$ cat src/rtl/decoder_stream_pkg.sv
// Shared types and helpers for the one-hot decoder stream.
// Latency: n/a (declarations only). Backpressure: n/a.
package decoder_pkg;

    localparam int IN_W_DEFAULT = 2;
    localparam int IDX_MAX_W    = 5;
    localparam int OUT_MAX_W    = 2**IDX_MAX_W;

    typedef enum logic [1:0] {
        EMPTY = 2'd0,
        ONE   = 2'd1,
        FULL  = 2'd2
    } buf_state_t;

    // Callers cast the result down to their own one-hot width.
    function automatic logic [OUT_MAX_W-1:0] onehot_decode(
        input logic [IDX_MAX_W-1:0] index,
        input logic                 active
    );
        logic [OUT_MAX_W-1:0] vec;
        vec = '0;
        if (active) begin
            vec = OUT_MAX_W'(1) << index;
        end
        return vec;
    endfunction

endpackage

$ cat src/rtl/decoder_stream_if.sv
// Handshake bundle between the decoder stream and its neighbours; the
// s_par/m_perr pair exists only when DECODER_STREAM_PARITY_EN is defined.
// Latency/backpressure: n/a (wires only).
interface decoder_stream_if #(
    parameter int IN_W = 2
);
    localparam int OUT_W = 2**IN_W;

    logic             s_valid;
    logic             s_ready;
    logic [IN_W-1:0]  s_y;
    logic             s_active;
    logic             m_valid;
    logic             m_ready;
    logic [OUT_W-1:0] m_a;
    logic             m_active;
`ifdef DECODER_STREAM_PARITY_EN
    logic             s_par;
    logic             m_perr;

    modport slave (
        input  s_valid, s_y, s_active, s_par, m_ready,
        output s_ready, m_valid, m_a, m_active, m_perr
    );
    modport master (
        output s_valid, s_y, s_active, s_par, m_ready,
        input  s_ready, m_valid, m_a, m_active, m_perr
    );
`else
    modport slave (
        input  s_valid, s_y, s_active, m_ready,
        output s_ready, m_valid, m_a, m_active
    );
    modport master (
        output s_valid, s_y, s_active, m_ready,
        input  s_ready, m_valid, m_a, m_active
    );
`endif

endinterface

$ cat src/rtl/decoder_stream_skid_buffer2.sv
// Generic 2-entry valid/ready skid buffer, strict FIFO order.
// Latency: 1 cycle when empty. Backpressure: in_rdy_o drops only when both
// entries are held; it is a function of registered state and reset only.
module skid_buffer2
    import decoder_pkg::*;
#(
    parameter int W = 5
) (
    input  logic         clk_i,
    input  logic         rst_ni,
    input  logic         in_vld_i,
    output logic         in_rdy_o,
    input  logic [W-1:0] in_dat_i,
    output logic         out_vld_o,
    input  logic         out_rdy_i,
    output logic [W-1:0] out_dat_o
);

    buf_state_t   state_q;
    logic         vld_q;
    logic         rdy_q;
    logic [W-1:0] head_q;
    logic [W-1:0] tail_q;
    logic         accept;
    logic         deliver;

    assign in_rdy_o  = rdy_q & rst_ni;
    assign out_vld_o = vld_q;
    assign out_dat_o = head_q;
    assign accept    = in_vld_i & in_rdy_o;
    assign deliver   = vld_q & out_rdy_i;

    always_ff @(posedge clk_i) begin
        if (!rst_ni) begin
            state_q <= EMPTY;
            vld_q   <= 1'b0;
            rdy_q   <= 1'b1;
            head_q  <= '0;
            tail_q  <= '0;
        end else begin
            case (state_q)
                EMPTY: begin
                    if (accept) begin
                        head_q  <= in_dat_i;
                        state_q <= ONE;
                        vld_q   <= 1'b1;
                    end
                end
                ONE: begin
                    if (accept && !deliver) begin
                        tail_q  <= in_dat_i;
                        state_q <= FULL;
                        rdy_q   <= 1'b0;
                    end else if (deliver && !accept) begin
                        state_q <= EMPTY;
                        vld_q   <= 1'b0;
                    end else if (accept && deliver) begin
                        head_q  <= in_dat_i;
                    end
                end
                FULL: begin
                    if (deliver) begin
                        head_q  <= tail_q;
                        state_q <= ONE;
                        rdy_q   <= 1'b1;
                    end
                end
                default: begin
                    state_q <= EMPTY;
                    vld_q   <= 1'b0;
                    rdy_q   <= 1'b1;
                end
            endcase
        end
    end

endmodule

$ cat src/rtl/decoder_stream.sv
// Streaming index -> one-hot decoder feeding a 2-entry skid buffer; optional
// parity check under DECODER_STREAM_PARITY_EN. Latency: 1 cycle when empty.
// Backpressure: s_ready falls only when both entries are held, low in reset.
module decoder_stream
    import decoder_pkg::*;
#(
    parameter int IN_W = IN_W_DEFAULT
) (
    input  logic             clock,
    input  logic             n_reset,
    decoder_stream_if.slave  bus
);

    localparam int OUT_W = 2**IN_W;

`ifdef DECODER_STREAM_PARITY_EN
    typedef struct packed {
        logic             perr;
        logic             active;
        logic [OUT_W-1:0] a;
    } entry_t;
`else
    typedef struct packed {
        logic             active;
        logic [OUT_W-1:0] a;
    } entry_t;
`endif

    entry_t in_ent;
    entry_t out_ent;

    always_comb begin
        in_ent        = '0;
        in_ent.active = bus.s_active;
        in_ent.a      = OUT_W'(onehot_decode(IDX_MAX_W'(bus.s_y), bus.s_active));
`ifdef DECODER_STREAM_PARITY_EN
        // Odd parity: {s_par, s_active, s_y} must carry an odd number of ones.
        if (!(^{bus.s_par, bus.s_active, bus.s_y})) begin
            in_ent.perr   = 1'b1;
            in_ent.active = 1'b0;
            in_ent.a      = '0;
        end
`endif
    end

    skid_buffer2 #(
        .W($bits(entry_t))
    ) u_buf (
        .clk_i     (clock),
        .rst_ni    (n_reset),
        .in_vld_i  (bus.s_valid),
        .in_rdy_o  (bus.s_ready),
        .in_dat_i  (in_ent),
        .out_vld_o (bus.m_valid),
        .out_rdy_i (bus.m_ready),
        .out_dat_o (out_ent)
    );

    assign bus.m_a      = out_ent.a;
    assign bus.m_active = out_ent.active;
`ifdef DECODER_STREAM_PARITY_EN
    assign bus.m_perr   = out_ent.perr;
`endif

endmodule
$ cat src/flat_wrapper.sv
// flat-port wrapper written by rule: the top's interface ports become plain ports
module decoder_stream_flat import decoder_pkg::*;
#(
    parameter int IN_W = IN_W_DEFAULT
)
  (clock, n_reset, bus_s_valid, bus_s_y, bus_s_active, bus_m_ready, bus_s_ready, bus_m_valid, bus_m_a, bus_m_active);
  decoder_stream_if #(.IN_W(IN_W)) bus_i ();
  input  logic clock;
  input  logic n_reset;
  input wire logic [$bits(bus_i.s_valid)-1:0] bus_s_valid;
  input wire logic [$bits(bus_i.s_y)-1:0] bus_s_y;
  input wire logic [$bits(bus_i.s_active)-1:0] bus_s_active;
  input wire logic [$bits(bus_i.m_ready)-1:0] bus_m_ready;
  output wire logic [$bits(bus_i.s_ready)-1:0] bus_s_ready;
  output wire logic [$bits(bus_i.m_valid)-1:0] bus_m_valid;
  output wire logic [$bits(bus_i.m_a)-1:0] bus_m_a;
  output wire logic [$bits(bus_i.m_active)-1:0] bus_m_active;
  assign bus_i.s_valid = bus_s_valid;
  assign bus_i.s_y = bus_s_y;
  assign bus_i.s_active = bus_s_active;
  assign bus_i.m_ready = bus_m_ready;
  assign bus_s_ready = bus_i.s_ready;
  assign bus_m_valid = bus_i.m_valid;
  assign bus_m_a = bus_i.m_a;
  assign bus_m_active = bus_i.m_active;
  decoder_stream #(.IN_W(IN_W)) u_core (.clock(clock), .n_reset(n_reset), .bus(bus_i));
endmodule
$ cat config.mk
export PLATFORM = sky130hd
export DESIGN_NAME = decoder_stream_flat
export DESIGN_NICKNAME = d
export VERILOG_FILES = /design/src/rtl/decoder_stream_pkg.sv /design/src/rtl/decoder_stream_if.sv /design/src/rtl/decoder_stream_skid_buffer2.sv /design/src/rtl/decoder_stream.sv /design/src/flat_wrapper.sv
export SDC_FILE = /design/constraint.sdc
export NUM_CORES = 1
export LEC_CHECK = 0
export CELL_PAD_IN_SITES_DETAIL_PLACEMENT = 0
export CELL_PAD_IN_SITES_GLOBAL_PLACEMENT = 1
export CORE_ASPECT_RATIO = 1.1
export CORE_MARGIN = 2
export CORE_UTILIZATION = 41
export DETAILED_ROUTE_END_ITERATION = 16
export GPL_TIMING_DRIVEN = 0
export PLACE_DENSITY = 0.8
export SLEW_MARGIN = 5
export SYNTH_ARGS = -nofsm -noshare
export SYNTH_HDL_FRONTEND = slang
export SYNTH_SLANG_ARGS = --single-unit
$ cat constraint.sdc
create_clock -name clock -period 3.4 [get_ports clock]
set_input_delay 0.34 -clock clock [delete_from_list [all_inputs] [get_ports clock]]
set_output_delay 0.34 -clock clock [all_outputs]
set_load 0.01 [all_outputs]
# Word-level counts from Yosys, hierarchy flattened
# Cells that the tools add are included.
totals:
  register_bits: 14
op_classes:
  n_eq_ne: 10
  shifts: 1
  mux: 19
  n_bitwise: 5
  n_reduce_logical: 12
ops:
  columns: ["op", "n"]
  rows:
  - ["5-bit 2-to-1 mux", 5]
  - ["5-bit case mux with 3 select lines", 1]
  - ["2-bit != test, second input constant", 7]
  - ["2-bit 2-to-1 mux", 4]
  - ["1-bit case mux with 3 select lines", 2]
  - ["2-bit case mux with 3 select lines", 1]
  - ["3-bit AND reduction", 2]
  - ["6-bit AND reduction", 1]
  - ["1-bit 2-to-1 mux", 5]
  - ["4-bit 2-to-1 mux", 1]
  - ["4-bit AND reduction", 1]
  - ["1-bit by 2-bit << shifter with 4-bit output, first input constant", 1]
  - ["1-bit AND", 3]
  - ["1-bit logical AND", 3]
  - ["3-bit != test, second input constant", 1]
  - ["3-bit nonzero test", 1]
  - ["2-bit by 1-bit equality test with 1-bit output, second input constant", 1]
  - ["2-bit equality test, second input constant", 1]
  - ["1-bit logical NOT", 2]
  - ["2-bit logical NOT", 1]
  - ["1-bit NOT", 2]
  - ["2-bit AND reduction", 1]

# Logic depth before layout (Yosys ltp)
depth:
  ltp_word: 7
  mapped_depth: 8
  ltp_nobuf: 8

# Hierarchy
# From an unflattened synthesis, not the netlist that was laid out.
unflattened:
  hier_cells: 70
  hier_area_um2: 708.2
modules_own_cells:
  columns: ["mod", "instances", "cells_each", "area_per_inst_um2"]
  rows:
  - ["skid_buffer2", 1, 66, 670.6]
  - ["decoder_stream", 1, 4, 37.5]

# Least setup slack after synthesis
# OpenSTA, ideal clock, no wires.
synth_timing:
  kind: "reg2reg"
  from: "reg u_core.u_buf.vld_q (netlist: u_core.u_buf.out_vld_o)"
  to: "reg u_core.u_buf.head_q[3] (netlist: u_core.u_buf.out_dat_o[3])"
  setup_ns: 0.116
  arrival_ns: 1.559
  required_ns: 3.284
  path_slack_ns: 1.725
  stages_incl_launch_ff: 8
  path_buffers: 0
  synth_period_minus_slack_ns: 1.675
  cell_sequence: "dfxtp_1 > and2_1 > inv_1 > ha_1 > nand4bb_1 > o211ai_2 > o21ai_2 > o211a_1"
synth_via:
  elab_chain_len: 5
  elab_cells_between_ends: 10
synth_lines:
  columns: ["item", "line_no", "source"]
  rows:
  - ["start, declared", "decoder_stream_skid_buffer2.sv:20", "logic vld_q;"]
  - ["start signal, assigned", "decoder_stream_skid_buffer2.sv:36", "vld_q <= 1'b0;"]
  - ["start signal, assigned", "decoder_stream_skid_buffer2.sv:46", "vld_q <= 1'b1;"]
  - ["start signal, assigned", "decoder_stream_skid_buffer2.sv:56", "vld_q <= 1'b0;"]
  - ["1-bit AND *", "decoder_stream_skid_buffer2.sv:31", "assign deliver = vld_q & out_rdy_i;"]
  - ["1-bit logical NOT", "decoder_stream_skid_buffer2.sv:50", "if (accept && !deliver) begin"]
  - ["1-bit logical AND", "decoder_stream_skid_buffer2.sv:50", null]
  - ["2-bit != test (no source line)", null, null]
  - ["6-bit AND reduction (no source line) *", null, null]
  - ["end signal, assigned", "decoder_stream_skid_buffer2.sv:44", "head_q <= in_dat_i;"]
  - ["end signal, assigned", "decoder_stream_skid_buffer2.sv:58", "head_q <= in_dat_i;"]
  - ["end signal, assigned", "decoder_stream_skid_buffer2.sv:63", "head_q <= tail_q;"]
  - ["end, declared", "decoder_stream_skid_buffer2.sv:22", "logic [W-1:0] head_q;"]
# Mark *: on every way between the ends. The rest lies on a longest branch, timed or not.
# A chain may end at the register's enable or synchronous reset.

# Worst setup path after layout
layout_timing:
  from: "in n_reset"
  to: "reg u_core.u_buf.head_q[2] (netlist: u_core.u_buf.out_dat_o[2])"
layout_via:
  elab_chain_len: 6
  elab_cells_between_ends: 11
layout_lines:
  columns: ["item", "line_no", "source"]
  rows:
  - ["start, declared", "flat_wrapper.sv:9", "input logic n_reset;"]
  - ["1-bit AND", "decoder_stream_skid_buffer2.sv:27", "assign in_rdy_o = rdy_q & rst_ni;"]
  - ["1-bit AND", "decoder_stream_skid_buffer2.sv:30", "assign accept = in_vld_i & in_rdy_o;"]
  - ["1-bit logical NOT", "decoder_stream_skid_buffer2.sv:54", "end else if (deliver && !accept) begin"]
  - ["1-bit logical AND", "decoder_stream_skid_buffer2.sv:54", null]
  - ["2-bit != test (no source line)", null, null]
  - ["6-bit AND reduction (no source line)", null, null]
# Several ways; a longest one is shown, not always the timed one.

==> qor.tcl <==
set qor(status) {finished, final reports clean}
set qor(leakage_nw) 0.5172
set qor(tightestPinTransition_ns) 0.3839
set qor(postCtsHoldBufs) 0
set qor(n_antenna_cell) 0
set qor(clkSinkCount) 14
set qor(vias_per_cell) 5.434
set qor(place_worst_setup_slack_ns) 0.8962
set qor(setup.worst_path.start_class) {input pin}
set qor(grt_pass1_wl_um) 2442
set qor(floorplan.die_area_um2) 2266
set qor(grtUsageTotal_pct) 14.45
set qor(synthDominantCellAreaShare_pct) 35.96
set qor(io_pins) 14
set qor(setup_ws_ns) 1.246
set qor(initial_core_util_pct) 43.75
set qor(post_synth_main_area_contributors) {dfxtp_1 36%, o211a_1 6.4%, nand4b_4 6.1%}
set qor(hold_path_startpoint) {u_core.u_buf.out_dat_o[2]$_SDFFE_PN0P_}
set qor(finish.net_count) 106
set qor(postSynthRegisterBits) 14
set qor(synth-main-ff-cell) {dfxtp_1}
set qor(die_height_um) 49.73
set qor(std_cell_rows) 16
set qor(syn-mean-instance-area_um2) 9.994
set qor(cp_max_fo) 7
set qor(yosys_warnings) 0
set qor(drt-wirelength-per-cell_um) 12.81
set qor(post_cts_buffers) 0
set qor(globalplace.congestion) 0.7286
set qor(worst_ir_drop_vdd_mv) 0.2706
set qor(grt.overflow.total) 0
set qor(maxClockFrequency_mhz) 464.2
set qor(top_cells_by_instance_count_after_synthesis) {14 x dfxtp_1, 8 x nand2_1, 6 x nor2b_1}
set qor(power_density_nw_per_um2) 372.5
set qor(first_global_vias) 589
set qor(fp.dieW_um) 45.58
set qor(critPathArrivalTime_ns) 2.34
set qor(cts_max_level) 1
set qor(post_cts.resized_instances) 0
set qor(syn-instance-count) 78
set qor(route.detailed.drc) 0
set qor(floorplan.core_area_um2) 1782
set qor(count_of_final_setup_violators) 0
set qor(worst-setup-path-type) {in -> reg}
set qor(post-dp-hpwl_um) 1097
set qor(ant_nets) 0
set qor(ctsRootBufferMaster) {clkbuf_4}
set qor(ys_types) 28
set qor(r2r-start) {u_core.u_buf.out_vld_o$_SDFFE_PN0P_}
set qor(routed_wl_um) 1448
set qor(part_of_the_yosys_area_used_for_sequential_elements_pct) 35.96
set qor(portBuffers) 13
set qor(grt_antenna_before_repair) 0
set qor(critical_path.startpoint) {n_reset}
set qor(asyncSetResetFlopFracSynth_pct) 0
set qor(stdcell_count) 113
set qor(cts-buffers-inserted) 3
set qor(hp-class) {reg -> reg}
set qor(setup.worst_path.end_class) {register}
set qor(worst-endpoint-required_ns) 3.58
set qor(placed_cells) 109
set qor(rsz0062_at_grt) {false}
set qor(synth_enable_flop_cells) 0
set qor(postPlaceCellArea_um2) 932.1
set qor(clock_latency_on_the_worst_skew_pair_ns) 0.28
set qor(synth.most_common_cell) {dfxtp_1}
set qor(clock_tree_from_tritoncts) {built}
set qor(final_design_area_no_fill_um2) 968.4
set qor(vias) 614
set qor(finalCritPeriodShare_pct) 63.37
set qor(final_period_minus_worst_setup_slack_ns) 2.154
set qor(final_layout_size_suffix_gt1_share_pct) 12.63
set qor(area.growth.synth_to_final_pct) 24.24
set qor(tightest_slew_margin_relative_to_the_limit_pct) 74.41
set qor(cts.path.max_buffers) 2
set qor(synth.cell_area_um2) 779.5
set qor(timing_max_transition_violations_final) 0
set qor(setup_total_negative_slack_ns) 0
set qor(syn-num-nets) 88
set qor(grt_max_degree) 11
set qor(worst_clock_skew_ns) 0.001947
set qor(finalHoldViolCount) 0
set qor(dr.first_iter.drc_count) 4
set qor(synthDominantAreaCellType) {dfxtp_1}
set qor(detailedRoute.firstPassIterationCount) 3
set qor(total_power_mw) 0.3607
set qor(drv.max_cap_violation_count) 0
set qor(clkSlewWorstSetupHoldPaths_ns) 0.08
-- layout by cell type (no fill, tap or decap) --
cell / count
ha_1: 3
inv_1: 2
o21ai_0: 3
and2b_1: 1
nand2_2: 1
o211ai_2: 1
o22ai_1: 5
a21boi_0: 1
buf_6: 2
nor2_1: 2
nand4bb_1: 1
nand2_1: 8
dfxtp_1: 14
and2_1: 5
and3b_1: 2
o21ai_2: 1
nand2b_1: 1
a21oi_1: 1
o21a_1: 1
nor2b_1: 6
mux2i_1: 4
nand4b_4: 2
clkbuf_8: 1
nand3b_4: 1
a21o_1: 2
nor3b_1: 1
clkdlybuf4s50_1: 13
clkbuf_1: 1
o211a_1: 5
clkbuf_4: 3
nand3_1: 1
-- metrics by stage --
step                utilization (%)  hold WS [ns]
finish                        54.35        0.5018
CTS                           54.35        0.5094
global route                  54.35        0.5261
detailed placement            52.32        0.4890
global placement              52.32        0.4822
floorplan                         -        0.4682
-- final timing paths --
kind / to / slack, ns / cells past startpoint
worst min register to register: u_core.u_buf.out_dat_o[2]$_SDFFE_PN0P_ / 0.50 / 1
worst min-delay path: u_core.u_buf.out_dat_o[2]$_SDFFE_PN0P_ / 0.50 / 1
worst max register to register: u_core.u_buf.out_dat_o[2]$_SDFFE_PN0P_ / 1.56 / 7
worst max-delay path: u_core.u_buf.out_dat_o[2]$_SDFFE_PN0P_ / 1.25 / 9
-- where the power goes --
| part | switching (mW) | total, mW | internal (mW) |
|---|---|---|---|
| Clock | 0.0557 | 0.121 | 0.0652 |
| Sequential | 0.00432 | 0.175 | 0.171 |
| Combinational | 0.0283 | 0.0644 | 0.0361 |
| Total | 0.0883 | 0.361 | 0.272 |
-- per-layer routing --
layer | share of wire [%] | global-route usage, % | up-vias
met4 | 1.8 | 7.353 | 0
met1 | 46 | 17.04 | 285
met3 | 3.0 | 2.564 | 4
met5 | 0 | 0 | -
met2 | 49 | 23.94 | 10
li1 | - | - | 315
-- worst max-delay path, stage by stage --
cell	delay (ns)
clkdlybuf4s50_1	0.57
and2_1	0.25
nand2_1	0.09
inv_1	0.06
ha_1	0.24
nand4bb_1	0.27
o211ai_2	0.29
nand2_1	0.09
o211a_1	0.13
-- logic make-up after synthesis --
kind of cell    Yosys count  synth area share [%]
fa+ha+maj                 3                 4.816
compound gates           20                 19.58
mux                       4                 5.137
flops                    14                 35.96
simple gates             32                 30.18
buf+inv                   5                 4.334
-- sequential cells by signal, summed over array words and instances (netlist names) --
register and count:
u_core.u_buf.out_vld_o 1, u_core.u_buf.out_dat_o 5, u_core.u_buf.state_q 2, u_core.u_buf.rdy_q 1
u_core.u_buf.tail_q 5
-- cell type report --
class,instances,area [µm²]
Buffer,3,26.28
Inverter,2,7.507
Clock buffer,4,36.28
Multi-Input combinational cell,59,465.4
Sequential cell,14,280.3
Fill cell,167,813.3
Tap cell,18,22.52
Timing Repair Buffer,13,130.1
Note: power is estimated with default switching activity, not from simulation.
